<file path="src/rtl/riscv_pkg.sv">
// Shared fetch-stage definitions: datapath width, the canonical NOP, the fetch FSM
// encoding and the default reset PC.
package riscv_pkg;
    localparam int XLEN = 32;
    localparam logic [XLEN-1:0] INST_NOP = 32'h0000_0013;
    localparam logic [XLEN-1:0] DEFAULT_RESET_PC = 32'h0000_0000;

    typedef enum logic [1:0] {
        FETCH_IDLE,
        FETCH_RUN,
        FETCH_FLUSH
    } fetch_state_e;
endpackage

</file>
<file path="src/rtl/fetch_fifo.sv">
// Show-ahead synchronous FIFO holding {pc, inst} pairs between imem and decode.
// flush_i empties it in one cycle and overrides any push in that cycle.
module fetch_fifo #(
    parameter int WIDTH = 64,
    parameter int DEPTH = 2
) (
    input  logic                       clk_i,
    input  logic                       rst_i,
    input  logic                       flush_i,
    input  logic                       push_i,
    input  logic [WIDTH-1:0]           push_data_i,
    input  logic                       pop_i,
    output logic [WIDTH-1:0]           head_o,
    output logic [$clog2(DEPTH+1)-1:0] count_o
);
    localparam int CNT_W = $clog2(DEPTH + 1);
    localparam int PTR_W = (DEPTH > 1) ? $clog2(DEPTH) : 1;

    logic [WIDTH-1:0] mem_q [DEPTH];
    logic [PTR_W-1:0] wr_ptr_q, wr_ptr_d, rd_ptr_q, rd_ptr_d;
    logic [CNT_W-1:0] count_q, count_d;
    logic             do_push, do_pop;

    function automatic logic [PTR_W-1:0] ptr_inc(input logic [PTR_W-1:0] p);
        return (p == PTR_W'(DEPTH - 1)) ? '0 : p + PTR_W'(1);
    endfunction

    assign do_pop  = pop_i && (count_q != '0);
    assign do_push = push_i && !flush_i && ((count_q != CNT_W'(DEPTH)) || do_pop);

    always_comb begin
        wr_ptr_d = do_push ? ptr_inc(wr_ptr_q) : wr_ptr_q;
        rd_ptr_d = do_pop ? ptr_inc(rd_ptr_q) : rd_ptr_q;
        count_d  = count_q;
        if (do_push && !do_pop) begin
            count_d = count_q + CNT_W'(1);
        end else if (!do_push && do_pop) begin
            count_d = count_q - CNT_W'(1);
        end
        if (flush_i) begin
            wr_ptr_d = '0;
            rd_ptr_d = '0;
            count_d  = '0;
        end
    end

    always_ff @(posedge clk_i) begin
        if (rst_i) begin
            wr_ptr_q <= '0;
            rd_ptr_q <= '0;
            count_q  <= '0;
        end else begin
            wr_ptr_q <= wr_ptr_d;
            rd_ptr_q <= rd_ptr_d;
            count_q  <= count_d;
        end
    end

    // Storage carries no reset; count_q alone decides what is valid.
    always_ff @(posedge clk_i) begin
        if (do_push) begin
            mem_q[wr_ptr_q] <= push_data_i;
        end
    end

    assign head_o  = mem_q[rd_ptr_q];
    assign count_o = count_q;
endmodule

</file>
<file path="src/rtl/fetch_unit.sv">
// Instruction fetch stage: owns the PC, issues credit-limited imem requests, buffers
// in-order responses and hands {inst, pc, pc+4} to decode; redirects drop stale words.
module fetch_unit
    import riscv_pkg::*;
#(
    parameter logic [XLEN-1:0] RESET_PC   = DEFAULT_RESET_PC,
    parameter int              FIFO_DEPTH = 2
) (
    input  logic            clk_i,
    input  logic            rst_i,
    output logic            imem_req_valid_o,
    input  logic            imem_req_ready_i,
    output logic [XLEN-1:0] imem_req_addr_o,
    input  logic            imem_rsp_valid_i,
    input  logic [XLEN-1:0] imem_rsp_data_i,
    input  logic            redirect_i,
    input  logic [XLEN-1:0] redirect_pc_i,
    output logic            inst_valid_o,
    input  logic            inst_ready_i,
    output logic [XLEN-1:0] inst_o,
    output logic [XLEN-1:0] pc_o,
    output logic [XLEN-1:0] pc_plus4_o
);
    localparam int CNT_W = $clog2(FIFO_DEPTH + 1);

    fetch_state_e      state_q, state_d;
    logic [XLEN-1:0]   fetch_pc_q, fetch_pc_d, rsp_pc_q, rsp_pc_d, target_pc;
    logic [CNT_W-1:0]  in_flight_q, in_flight_d, drop_cnt_q, drop_cnt_d, fifo_count;
    logic [CNT_W:0]    credit_used;
    logic              req_accept, fifo_push, fifo_pop;
    logic [2*XLEN-1:0] fifo_head;
    logic              unused_redirect_lsbs;

    assign target_pc            = {redirect_pc_i[XLEN-1:2], 2'b00};
    assign unused_redirect_lsbs = ^redirect_pc_i[1:0];
    assign credit_used          = {1'b0, in_flight_q} + {1'b0, fifo_count};
    assign req_accept           = imem_req_valid_o && imem_req_ready_i;
    // A response is kept only if no stale words remain and no redirect lands this cycle.
    assign fifo_push            = imem_rsp_valid_i && !redirect_i && (drop_cnt_q == '0);
    assign fifo_pop             = inst_valid_o && inst_ready_i;

    always_comb begin
        in_flight_d = in_flight_q;
        if (req_accept && !imem_rsp_valid_i) begin
            in_flight_d = in_flight_q + CNT_W'(1);
        end else if (!req_accept && imem_rsp_valid_i) begin
            in_flight_d = in_flight_q - CNT_W'(1);
        end

        drop_cnt_d = drop_cnt_q;
        if (redirect_i) begin
            drop_cnt_d = in_flight_d;
        end else if (imem_rsp_valid_i && (drop_cnt_q != '0)) begin
            drop_cnt_d = drop_cnt_q - CNT_W'(1);
        end

        fetch_pc_d = fetch_pc_q;
        if (redirect_i) begin
            fetch_pc_d = target_pc;
        end else if (req_accept) begin
            fetch_pc_d = fetch_pc_q + 32'd4;
        end

        // PC of the next response that will be kept: kept words are always sequential.
        rsp_pc_d = rsp_pc_q;
        if (redirect_i) begin
            rsp_pc_d = target_pc;
        end else if (fifo_push) begin
            rsp_pc_d = rsp_pc_q + 32'd4;
        end
    end

    always_ff @(posedge clk_i) begin
        if (rst_i) begin
            fetch_pc_q  <= RESET_PC;
            rsp_pc_q    <= RESET_PC;
            in_flight_q <= '0;
            drop_cnt_q  <= '0;
        end else begin
            fetch_pc_q  <= fetch_pc_d;
            rsp_pc_q    <= rsp_pc_d;
            in_flight_q <= in_flight_d;
            drop_cnt_q  <= drop_cnt_d;
        end
    end

    always_ff @(posedge clk_i) begin
        if (rst_i) begin
            state_q <= FETCH_IDLE;
        end else begin
            state_q <= state_d;
        end
    end

    always_comb begin
        state_d = state_q;
        unique case (state_q)
            FETCH_IDLE:  state_d = FETCH_RUN;
            FETCH_RUN:   if (redirect_i && (in_flight_d != '0)) state_d = FETCH_FLUSH;
            FETCH_FLUSH: if (drop_cnt_d == '0) state_d = FETCH_RUN;
            default:     state_d = FETCH_IDLE;
        endcase
    end

    always_comb begin
        imem_req_valid_o = (state_q != FETCH_IDLE) && (credit_used < (CNT_W + 1)'(FIFO_DEPTH));
        imem_req_addr_o  = fetch_pc_q;
        inst_valid_o     = (fifo_count != '0);
        inst_o           = INST_NOP;
        pc_o             = '0;
        if (inst_valid_o) begin
            inst_o = fifo_head[XLEN-1:0];
            pc_o   = fifo_head[2*XLEN-1:XLEN];
        end
        pc_plus4_o = pc_o + 32'd4;
    end

    fetch_fifo #(
        .WIDTH (2 * XLEN),
        .DEPTH (FIFO_DEPTH)
    ) u_fifo (
        .clk_i       (clk_i),
        .rst_i       (rst_i),
        .flush_i     (redirect_i),
        .push_i      (fifo_push),
        .push_data_i ({rsp_pc_q, imem_rsp_data_i}),
        .pop_i       (fifo_pop),
        .head_o      (fifo_head),
        .count_o     (fifo_count)
    );

    always_ff @(posedge clk_i) begin
        if (!rst_i) begin
            assert (!(imem_rsp_valid_i && (in_flight_q == '0)));
        end
    end
endmodule
</file>
<file path="config.mk">
export PLATFORM = sky130hd
export DESIGN_NAME = fetch_unit
export DESIGN_NICKNAME = d
export VERILOG_FILES = /design/src/rtl/riscv_pkg.sv /design/src/rtl/fetch_fifo.sv /design/src/rtl/fetch_unit.sv
export SDC_FILE = /design/constraint.sdc
export NUM_CORES = 1
export LEC_CHECK = 0
export CAP_MARGIN = 15
export CORE_MARGIN = 5
export CORE_UTILIZATION = 50
export DETAILED_ROUTE_END_ITERATION = 10
export GPL_ROUTABILITY_DRIVEN = 0
export MAX_ROUTING_LAYER = met4
export PLACE_DENSITY = 0.81
export SYNTH_ARGS = -nofsm -noshare
export SYNTH_HDL_FRONTEND = slang
export SYNTH_HIERARCHICAL = 1
export SYNTH_SLANG_ARGS = --single-unit
export TNS_END_PERCENT = 50
</file>
<file path="constraint.sdc">
create_clock -name clk_i -period 12.65 [get_ports clk_i]
set_clock_uncertainty 0.1 [all_clocks]
set_input_delay 2.53 -clock clk_i [delete_from_list [all_inputs] [get_ports clk_i]]
set_output_delay 2.53 -clock clk_i [all_outputs]
set_load 0.02 [all_outputs]
</file>
==> impl_metrics.json, run 1 <==
{
  "dr.pass1.iters": 5,
  "netSwitchingFraction_pct": 26.0,
  "synth_edf_count": 128,
  "path_max_fanout": 64,
  "grt_pass1_wl_mm": 35.0,
  "clockBufferDepth": 2,
  "dr_wl_met2_mm": 10.4,
  "cts_tree": "done",
  "dp_cells": 1229,
  "seqCellArea_sq_um": 5270,
  "grt_pass1_vias": 6611,
  "num_vias": 6899,
  "nets": 1090,
  "synth_area_sq_um": 9570,
  "max_freq_mhz": 141,
  "ctsHoldBuffers": 0,
  "routedLengthMet1_mm": 10.2,
  "worstHoldPathType": "reg2reg",
  "yosysSeqAreaShare_pct": 55.0,
  "syn_area_per_cell_sq_um": 11.6,
  "final_common_cell": "clkdlybuf4s50_1",
  "synth_ff_type": "edfxtp_1",
  "drc": 0,
  "outcome": "completed",
  "num_antenna_cells": 0,
  "relSlewSlack_pct": 33.3,
  "fillers": 1448,
  "setup_total_negative_slack_ns": 0,
  "die-area_sq_um": 22000,
  "ys_types": 53,
  "grt_max_degree": 65,
  "p_per_area_nw_per_um2": 125,
  "worstSetupPathType": "reg2out",
  "switchingPower_mw": 0.399,
  "synth-seq-cells": 199,
  "coreArea_sq_um": 18800,
  "postLayoutCoreUtil_pct": 65.3,
  "path_clk_slew_ns": 0.07,
  "start_util_pct": 51.0,
  "fp.dieW_microns": 148,
  "routed.top_layer": "met4",
  "finalPower_mw": 1.53,
  "avgRoutedWirePerCell_microns": 17.6,
  "htreeDepth": 4,
  "clock_latency_ns": 0.43,
  "ys_warn_count": 6,
  "drt_wl_total_mm": 22.2,
  "crit_arrival_ns": 4.47,
  "grt_usage_pct": 20.5,
  "hold-worst-slack_ns": 0.405,
  "post_cts_buffers": 0,
  "drt_iter0_markers": 462,
  "rsz0062_at_grt": "no",
  "via_per_inst": 5.47,
  "synthArstFlopShare_pct": 0,
  "grt_overflow": 0,
  "clkPwrFrac_pct": 34.7,
  "p_int_mw": 1.14,
  "final_hold_viol_count": 0,
  "layout.cells.non_filler": 1261,
  "multiInputGateArea_sq_um": 3980,
  "cts_resized": 0,
  "cts_num_sinks": 199,
  "wl_met3_mm": 1.43,
  "tightest_slew_ns": 0.992,
  "die_h_microns": 148,
  "finalCriticalPeriod_ns": 7.10,
  "p_leak_nw": 4.30,
  "finalCritPeriodShare_pct": 56.1,
  "setup_viol": 0,
  "slew_violations": 0,
  "antenna_left": 0,
  "drive_gt1_share_pct": 11.6,
  "seq_power_share_pct": 49.7,
  "cts_buffers": 17,
  "clockRootBuffer": "clkbuf_16",
  "comb_power_share_pct": 15.6,
  "start_kind": "register",
  "hpwl_mm": 15.6,
  "synth_cells": 827,
  "end_kind": "primary output",
  "cp.required_ns": 10.02,
  "grt_antenna_before_repair": 0,
  "min_delay_path_depth": 0,
  "row_count": 50,
  "reg2regPathDepth": 7,
  "io_buffers": 195,
  "vdd_ir_drop_max_uv": 105,
  "maxCapViolations": 0,
  "pin_count": 200,
  "syn_to_final_growth_pct": 28.2,
  "final_cell_mix": "195 x clkdlybuf4s50_1, 128 x edfxtp_1, 70 x dfxtp_1, 65 x mux2_2, 64 x and2_1"
}
[power groups by stage]
stage	clock [mW]	sequential [mW]	combinational [mW]
after floorplan	0	0.776	0.138
after global placement	0	0.773	0.236
after detailed placement	0	0.776	0.241
after CTS	0.540	0.762	0.242
after global routing	0.570	0.767	0.262
final	0.533	0.762	0.240
[synth_stat cells (2+ instances only)]
master      n  share of area [%]
clkbuf_1   23               0.90
a21oi_1    34                1.8
or3_1       5               0.33
or2_2       4               0.26
inv_1      35                1.4
nand3_2     2               0.21
nand3_1    28                1.5
xor2_1     48                4.4
nor2_1     39                1.5
nand4_1    27                1.8
o22ai_1     3               0.20
nand2_1    40                1.6
a31oi_1     3               0.20
o21bai_1    5               0.39
mux2i_1     5               0.52
buf_2       4               0.21
and3_1     15               0.98
dfxtp_1    71                 15
nor4_4      2               0.44
nand2b_1    4               0.26
and2_1     65                4.3
and4_1     11                1.0
buf_6       6               0.71
a211oi_1    3               0.24
o21ai_0     6               0.31
xnor2_1    33                3.0
edfxtp_1  128                 40
mux2_2     65                7.7
nor4_1      7               0.46
o21a_1     13                1.0
nor3_1     19               0.99
o311ai_0    2               0.18
ha_1        5               0.65
buf_4       6               0.47
o31a_1      9               0.82
nor2b_1     4               0.26
a21boi_0   31                2.4
buf_1       2              0.078
[layout make-up]
| type | instances | area share (%) |
|---|---|---|
| Tap cell | 234 | 2.39 |
| Clock buffer | 18 | 3.50 |
| Sequential cell | 199 | 42.9 |
| Timing Repair Buffer | 204 | 16.5 |
| Multi-Input combinational cell | 557 | 32.4 |
| Inverter | 35 | 1.07 |
| Clock inverter | 14 | 1.20 |
[worst max-delay path, stage by stage (launching register included)]
cell and delay, ns:
dfxtp_2 0.31, buf_4 0.66, mux2_2 0.34, nand2_1 0.07, inv_1 0.07, ha_1 0.21, nand4_1 0.17, nor4_1 0.88
and2_1 0.32, nand4_1 0.14, xnor2_1 0.20, clkdlybuf4s50_1 0.64
[cells by family (layout without fill, tap and decap cells)]
family | Yosys count | count (layout) | synth area share [%]
AND/OR/NAND/NOR | 279 | 279 | 16.6
flip-flops | 199 | 199 | 55.0
AO/OA/AOI/OAI | 115 | 115 | 8.11
other | 1 | 6 | 0.0392
buffers and inverters | 76 | 271 | 3.74
multiplexers | 70 | 70 | 8.17
XOR/XNOR | 81 | 81 | 7.41
adder cells (fa/ha/maj) | 6 | 6 | 0.863
[metal layers]
layer  track usage [%]  up-vias
met5                 -        -
met4              4.57        0
met3              3.53       17
met2              32.5      256
met1              28.0     3282
li1                  -     3344
[metrics by stage]
stage                     instance area, sq um  setup WS (ns)
after floorplan                           9590           5.68
after global placement                   11700           6.01
after detailed placement                 11700           5.95
after CTS                                12300           5.49
after global routing                     12300           5.24
final                                    12300           5.55
[path summary, 6_finish.rpt]
| kind | startpoint | end | slack, ns |
|---|---|---|---|
| max | register | pc_plus4_o[30] | 5.55 |
| min | rsp_pc_q[31] | u_fifo/mem_q[0][63] | 0.41 |
| max reg2reg | u_fifo/count_o[0] | state_q[0] | 9.51 |
| min reg2reg | rsp_pc_q[31] | u_fifo/mem_q[0][63] | 0.41 |
[sequential cells by signal, summed over array words and instances (netlist names), named ones only]
name / count
drop_cnt_q: 2
u_fifo/wr_ptr_q: 1
u_fifo/mem_q: 128
u_fifo/rd_ptr_q: 1
state_q: 2
u_fifo/count_o: 2
in_flight_q: 2
rsp_pc_q: 30
imem_req_addr_o: 30
Power figures use the tool's default switching activity.
==> inputs of run 2 (changes only) <==
==> constraint.sdc (replaced) <==
create_clock -name clk_i -period 6.58 [get_ports clk_i]
set_clock_uncertainty 0.1 [all_clocks]
set_input_delay 1.316 -clock clk_i [delete_from_list [all_inputs] [get_ports clk_i]]
set_output_delay 1.316 -clock clk_i [all_outputs]
set_load 0.02 [all_outputs]
==> impl_metrics.json, run 2 (synthesized netlist as in run 1, its figures left out) <==
{
  "cts_resized": 0,
  "grt_max_degree": 65,
  "slew_violations": 0,
  "num_vias": 6834,
  "grt_overflow": 0,
  "clock_latency_ns": 0.43,
  "ctsHoldBuffers": 0,
  "grt_pass1_wl_mm": 34.8,
  "start_kind": "register",
  "crit_arrival_ns": 4.06,
  "final_hold_viol_count": 0,
  "final_common_cell": "clkdlybuf4s50_1",
  "htreeDepth": 4,
  "rsz0062_at_grt": "no",
  "coreArea_sq_um": 18800,
  "drc": 0,
  "tightest_slew_ns": 0.901,
  "p_per_area_nw_per_um2": 238,
  "via_per_inst": 5.41,
  "drt_wl_total_mm": 22.0,
  "antenna_left": 0,
  "place_ws_ns": 1.48,
  "row_count": 50,
  "p_leak_nw": 4.32,
  "finalCritPeriodShare_pct": 83.3,
  "clockRootBuffer": "clkbuf_16",
  "post_cts_buffers": 0,
  "grt_antenna_before_repair": 0,
  "dp_cells": 1232,
  "cts_buffers": 17,
  "vdd_ir_drop_max_uv": 196,
  "finalPower_mw": 2.93,
  "cp.required_ns": 5.16,
  "fp.dieW_microns": 148,
  "grt_usage_pct": 20.4,
  "comb_power_share_pct": 15.8,
  "cp_top_family": "buffers and inverters",
  "setup_viol": 0,
  "final_cell_mix": "195 x clkdlybuf4s50_1, 128 x edfxtp_1, 70 x dfxtp_1, 65 x mux2_2, 64 x and2_1",
  "grt_use_met2_pct": 32.2,
  "drt_iter0_markers": 344,
  "finalCriticalPeriod_ns": 5.48,
  "netSwitchingFraction_pct": 26.5,
  "grt_pass1_vias": 6651,
  "io_buffers": 195,
  "largest_reg_flops": 128,
  "cts_tree": "done",
  "top_register": "u_fifo/mem_q",
  "num_antenna_cells": 0,
  "grt-busiest-layer": "met2",
  "hpwl_mm": 15.9,
  "cp_cell_sequence": "buf_4, mux2_2, nand2_1, inv_1, ha_1, nand4_1, nor4_1, buf_4, and2_1, nand4_1, xnor2_1, clkdlybuf4s50_1",
  "p_int_mw": 2.15,
  "start_util_pct": 51.0,
  "path_max_fanout": 35,
  "switchingPower_mw": 0.776,
  "syn_to_final_growth_pct": 28.3,
  "outcome": "completed",
  "avgRoutedWirePerCell_microns": 17.4,
  "end_kind": "primary output",
  "cpMaxStageDelayCell": "dfxtp_2",
  "grtUsageMet1_pct": 27.7,
  "dr.pass1.iters": 5,
  "cp_num_buf_inv": 4,
  "die-area_sq_um": 22000,
  "nets": 1093,
  "use_met3_pct": 3.75,
  "die_h_microns": 148,
  "worstSetupPathType": "reg2out",
  "pin_count": 200,
  "path_clk_slew_ns": 0.07,
  "clockBufferDepth": 2,
  "drive_gt1_share_pct": 12.0,
  "worstHoldPathType": "reg2reg",
  "relSlewSlack_pct": 39.6,
  "clkPwrFrac_pct": 34.2,
  "layout.cells.non_filler": 1264,
  "cts_num_sinks": 199,
  "max_freq_mhz": 183,
  "seq_power_share_pct": 50.0,
  "maxCapViolations": 0,
  "setup_total_negative_slack_ns": 0,
  "slowest_delay_ns": 0.65,
  "setup_slack_ns": 1.10
}
-- run 2: worst reg2reg max path: stages (launching register included) --
cell and delay [ns]:
dfxtp_1 0.39, nor2_1 0.70, inv_1 0.48, and2_1 0.33
nor2_1 0.09, a21oi_1 0.13, and2_2 0.23, buf_4 0.38
-- run 2: area by class of cell --
type / instances / area (sq um)
fill: 1445 / 6490
sequential: 199 / 5270
multi-input combinational: 557 / 3980
timing repair buffer: 207 / 2040
clock buffer: 18 / 429
tap: 234 / 293
clock inverter: 14 / 138
inverter: 35 / 131
-- run 2: power groups by stage --
stage,clock network (mW),registers (mW),logic [mW]
final,1.00,1.46,0.462
after global routing,1.07,1.47,0.502
after CTS,1.02,1.46,0.466
after detailed placement,0,1.49,0.463
after global placement,0,1.49,0.455
after floorplan,0,1.49,0.265
-- run 2: through the flow --
stage	util (%)	hold slack (ns)	area [sq um]
after detailed placement	62.4	0.388	11700
after global placement	62.4	0.366	11700
after floorplan	-	0.345	9590
after CTS	65.4	0.406	12300
after global routing	65.4	0.418	12300
final	65.4	0.402	12300
-- run 2: worst paths after layout --
path | from | to | slack, ns | cells past startpoint
min | rsp_pc_q[31] | u_fifo/mem_q[0][63] | 0.40 | 0
max reg2reg | u_fifo/count_o[0] | u_fifo/mem_q[1][23] | 3.36 | 7
min reg2reg | rsp_pc_q[31] | u_fifo/mem_q[0][63] | 0.40 | 0
max | register | pc_plus4_o[30] | 1.10 | 12
-- run 2: per-layer routing --
layer | part of all wire [%] | wire length, microns | up-vias
met1 | 46 | 10100 | 3229
met3 | 6.4 | 1420 | 19
li1 | - | - | 3341
met4 | 0.86 | 189 | 0
met5 | 0 | 0 | -
met2 | 47 | 10300 | 245
==> inputs of run 3 (changes only) <==
--- a/config.mk
+++ b/config.mk
@@ -7,11 +7,11 @@
 export LEC_CHECK = 0
 export CAP_MARGIN = 15
 export CORE_MARGIN = 5
-export CORE_UTILIZATION = 50
+export CORE_UTILIZATION = 47
 export DETAILED_ROUTE_END_ITERATION = 10
 export GPL_ROUTABILITY_DRIVEN = 0
 export MAX_ROUTING_LAYER = met4
-export PLACE_DENSITY = 0.81
+export PLACE_DENSITY = 0.8
 export SYNTH_ARGS = -nofsm -noshare
 export SYNTH_HDL_FRONTEND = slang
 export SYNTH_HIERARCHICAL = 1
==> constraint.sdc (replaced) <==
create_clock -name clk_i -period 4.5 [get_ports clk_i]
set_clock_uncertainty 0.1 [all_clocks]
set_input_delay 0.9 -clock clk_i [delete_from_list [all_inputs] [get_ports clk_i]]
set_output_delay 0.9 -clock clk_i [all_outputs]
set_load 0.02 [all_outputs]
==> impl_metrics.json, run 3 (synthesized netlist as in run 1, its figures left out) <==
{
  "setup_total_negative_slack_ns": 0,
  "maxCapViolations": 0,
  "p_leak_nw": 4.34,
  "worstSetupPathType": "reg2out",
  "cts_tree": "done",
  "hpwl_mm": 16.6,
  "cp_cell_sequence": "mux2_2, nand2_1, inv_1, ha_1, nand4_1, nor4_1, buf_4, and2_1, nand4_1, xnor2_1, clkdlybuf4s50_1",
  "via_per_inst": 5.33,
  "grt_max_degree": 65,
  "outcome": "completed",
  "hold-worst-slack_ns": 0.401,
  "multiInputGateArea_sq_um": 3970,
  "clockRootBuffer": "clkbuf_16",
  "relSlewSlack_pct": 45.2,
  "reg2regPathDepth": 7,
  "die_h_microns": 153,
  "path_max_fanout": 17,
  "grt_pass1_wl_mm": 36.5,
  "fp.dieW_microns": 153,
  "drt_wl_total_mm": 23.3,
  "slew_violations": 0,
  "end_kind": "primary output",
  "largest_reg_flops": 128,
  "avgRoutedWirePerCell_microns": 17.8,
  "path_clk_slew_ns": 0.07,
  "r2r_end": "state_q[0]",
  "final_common_cell": "clkdlybuf4s50_1",
  "grt_antenna_before_repair": 0,
  "start_util_pct": 47.4,
  "syn_to_final_growth_pct": 29.2,
  "worstHoldPathType": "reg2reg",
  "cpMaxStageDelayCell": "clkdlybuf4s50_1",
  "setup_viol": 0,
  "grt_overflow": 0,
  "path_common_cell": "nand4_1",
  "place_ws_ns": 0.486,
  "reg2reg_slack_ns": 1.70,
  "row_count": 52,
  "seqCellArea_sq_um": 5270,
  "fillers": 1659,
  "setup_slack_ns": 0.202,
  "num_antenna_cells": 0,
  "tightest_slew_ns": 0.821,
  "final_hold_viol_count": 0,
  "cts_buffers": 17,
  "ctsHoldBuffers": 0,
  "cts_num_sinks": 199,
  "cp.required_ns": 3.50,
  "rr_startpoint": "in_flight_q[0]",
  "slowest_delay_ns": 0.62,
  "io_buffers": 195,
  "grt_usage_pct": 20.1,
  "antenna_left": 0,
  "drive_gt1_share_pct": 12.4,
  "crit_arrival_ns": 3.30,
  "clockBufferDepth": 2,
  "drc": 0,
  "setup.worst_path.end": "pc_plus4_o[30]",
  "htreeDepth": 4,
  "drt_iter0_markers": 427,
  "top_register": "u_fifo/mem_q",
  "nets": 1097,
  "rsz0062_at_grt": "no",
  "finalCritPeriodShare_pct": 95.5,
  "die-area_sq_um": 23300,
  "max_freq_mhz": 233,
  "finalCriticalPeriod_ns": 4.30,
  "final_cell_mix": "195 x clkdlybuf4s50_1, 128 x edfxtp_1, 68 x dfxtp_1, 65 x mux2_2, 64 x and2_1",
  "vdd_ir_drop_max_uv": 264,
  "start_kind": "register",
  "grt_pass1_vias": 6869,
  "coreArea_sq_um": 20200,
  "dr.pass1.iters": 4,
  "p_per_area_nw_per_um2": 345,
  "clock_latency_ns": 0.44,
  "pin_count": 200,
  "num_vias": 6947
}
[run 3: final cells by class]
| class | count | share of cell area [%] |
|---|---|---|
| Clock buffer | 19 | 3.50 |
| Clock inverter | 13 | 0.931 |
| Inverter | 35 | 1.06 |
| Multi-Input combinational cell | 557 | 32.1 |
| Sequential cell | 199 | 42.7 |
| Tap cell | 270 | 2.73 |
| Timing Repair Buffer | 211 | 17.0 |
[run 3: critical path, delay by kind of cell (launching register included)]
family	cells	cell delay [ns]
buffers and inverters	3	0.90
adders and majority gates	1	0.20
DFF	1	0.50
and+or+nand+nor	5	0.87
muxes	1	0.23
xor gates and xnor gates	1	0.14
[run 3: per-stage QoR]
stage	area (sq um)	utilization [%]	cells	power, mW
after floorplan	9590	-	832	2.57
after global placement	11800	58.5	1272	2.85
after detailed placement	11800	58.5	1272	2.87
after CTS	12400	61.2	1304	4.28
after global routing	12400	61.3	1304	4.44
final	12400	61.3	1304	4.26
[run 3: timing repair]
action | in CTS | in global routing
gates resized for setup | 0 | 3
buffers inserted | 0 | 0
endpoints found under the hold margin | 0 | 0
endpoints found under the setup margin | 0 | 11
[run 3: where the power goes]
group,switching (mW),internal [mW],total [mW]
logic,0.364,0.325,0.689
registers,0.0938,2.05,2.14
clock network,0.701,0.727,1.43
total,1.16,3.10,4.26
[run 3: layer usage]
metal  share of wire (%)  global-route usage [%]  vias up
met5                   0                       -        -
met4                 1.4                    5.39        0
met3                 6.7                    4.12       25
met2                  47                    31.7      273
met1                  45                    26.8     3291
li1                    -                       -     3358
[run 3: how the worst min path moves through the flow]
| stage | cells after the start | slack, ns | startpoint | to |
|---|---|---|---|---|
| after global routing | 2 | 0.43 | u_fifo/wr_ptr_q | u_fifo/wr_ptr_q |
| after floorplan | 0 | 0.35 | rsp_pc_q[31] | u_fifo/mem_q[0][63] |
| after detailed placement | 0 | 0.39 | rsp_pc_q[13] | u_fifo/mem_q[0][45] |
| after global placement | 0 | 0.38 | rsp_pc_q[13] | u_fifo/mem_q[0][45] |
| after CTS | 0 | 0.40 | rsp_pc_q[13] | u_fifo/mem_q[1][45] |
| final | 0 | 0.40 | rsp_pc_q[31] | u_fifo/mem_q[0][63] |
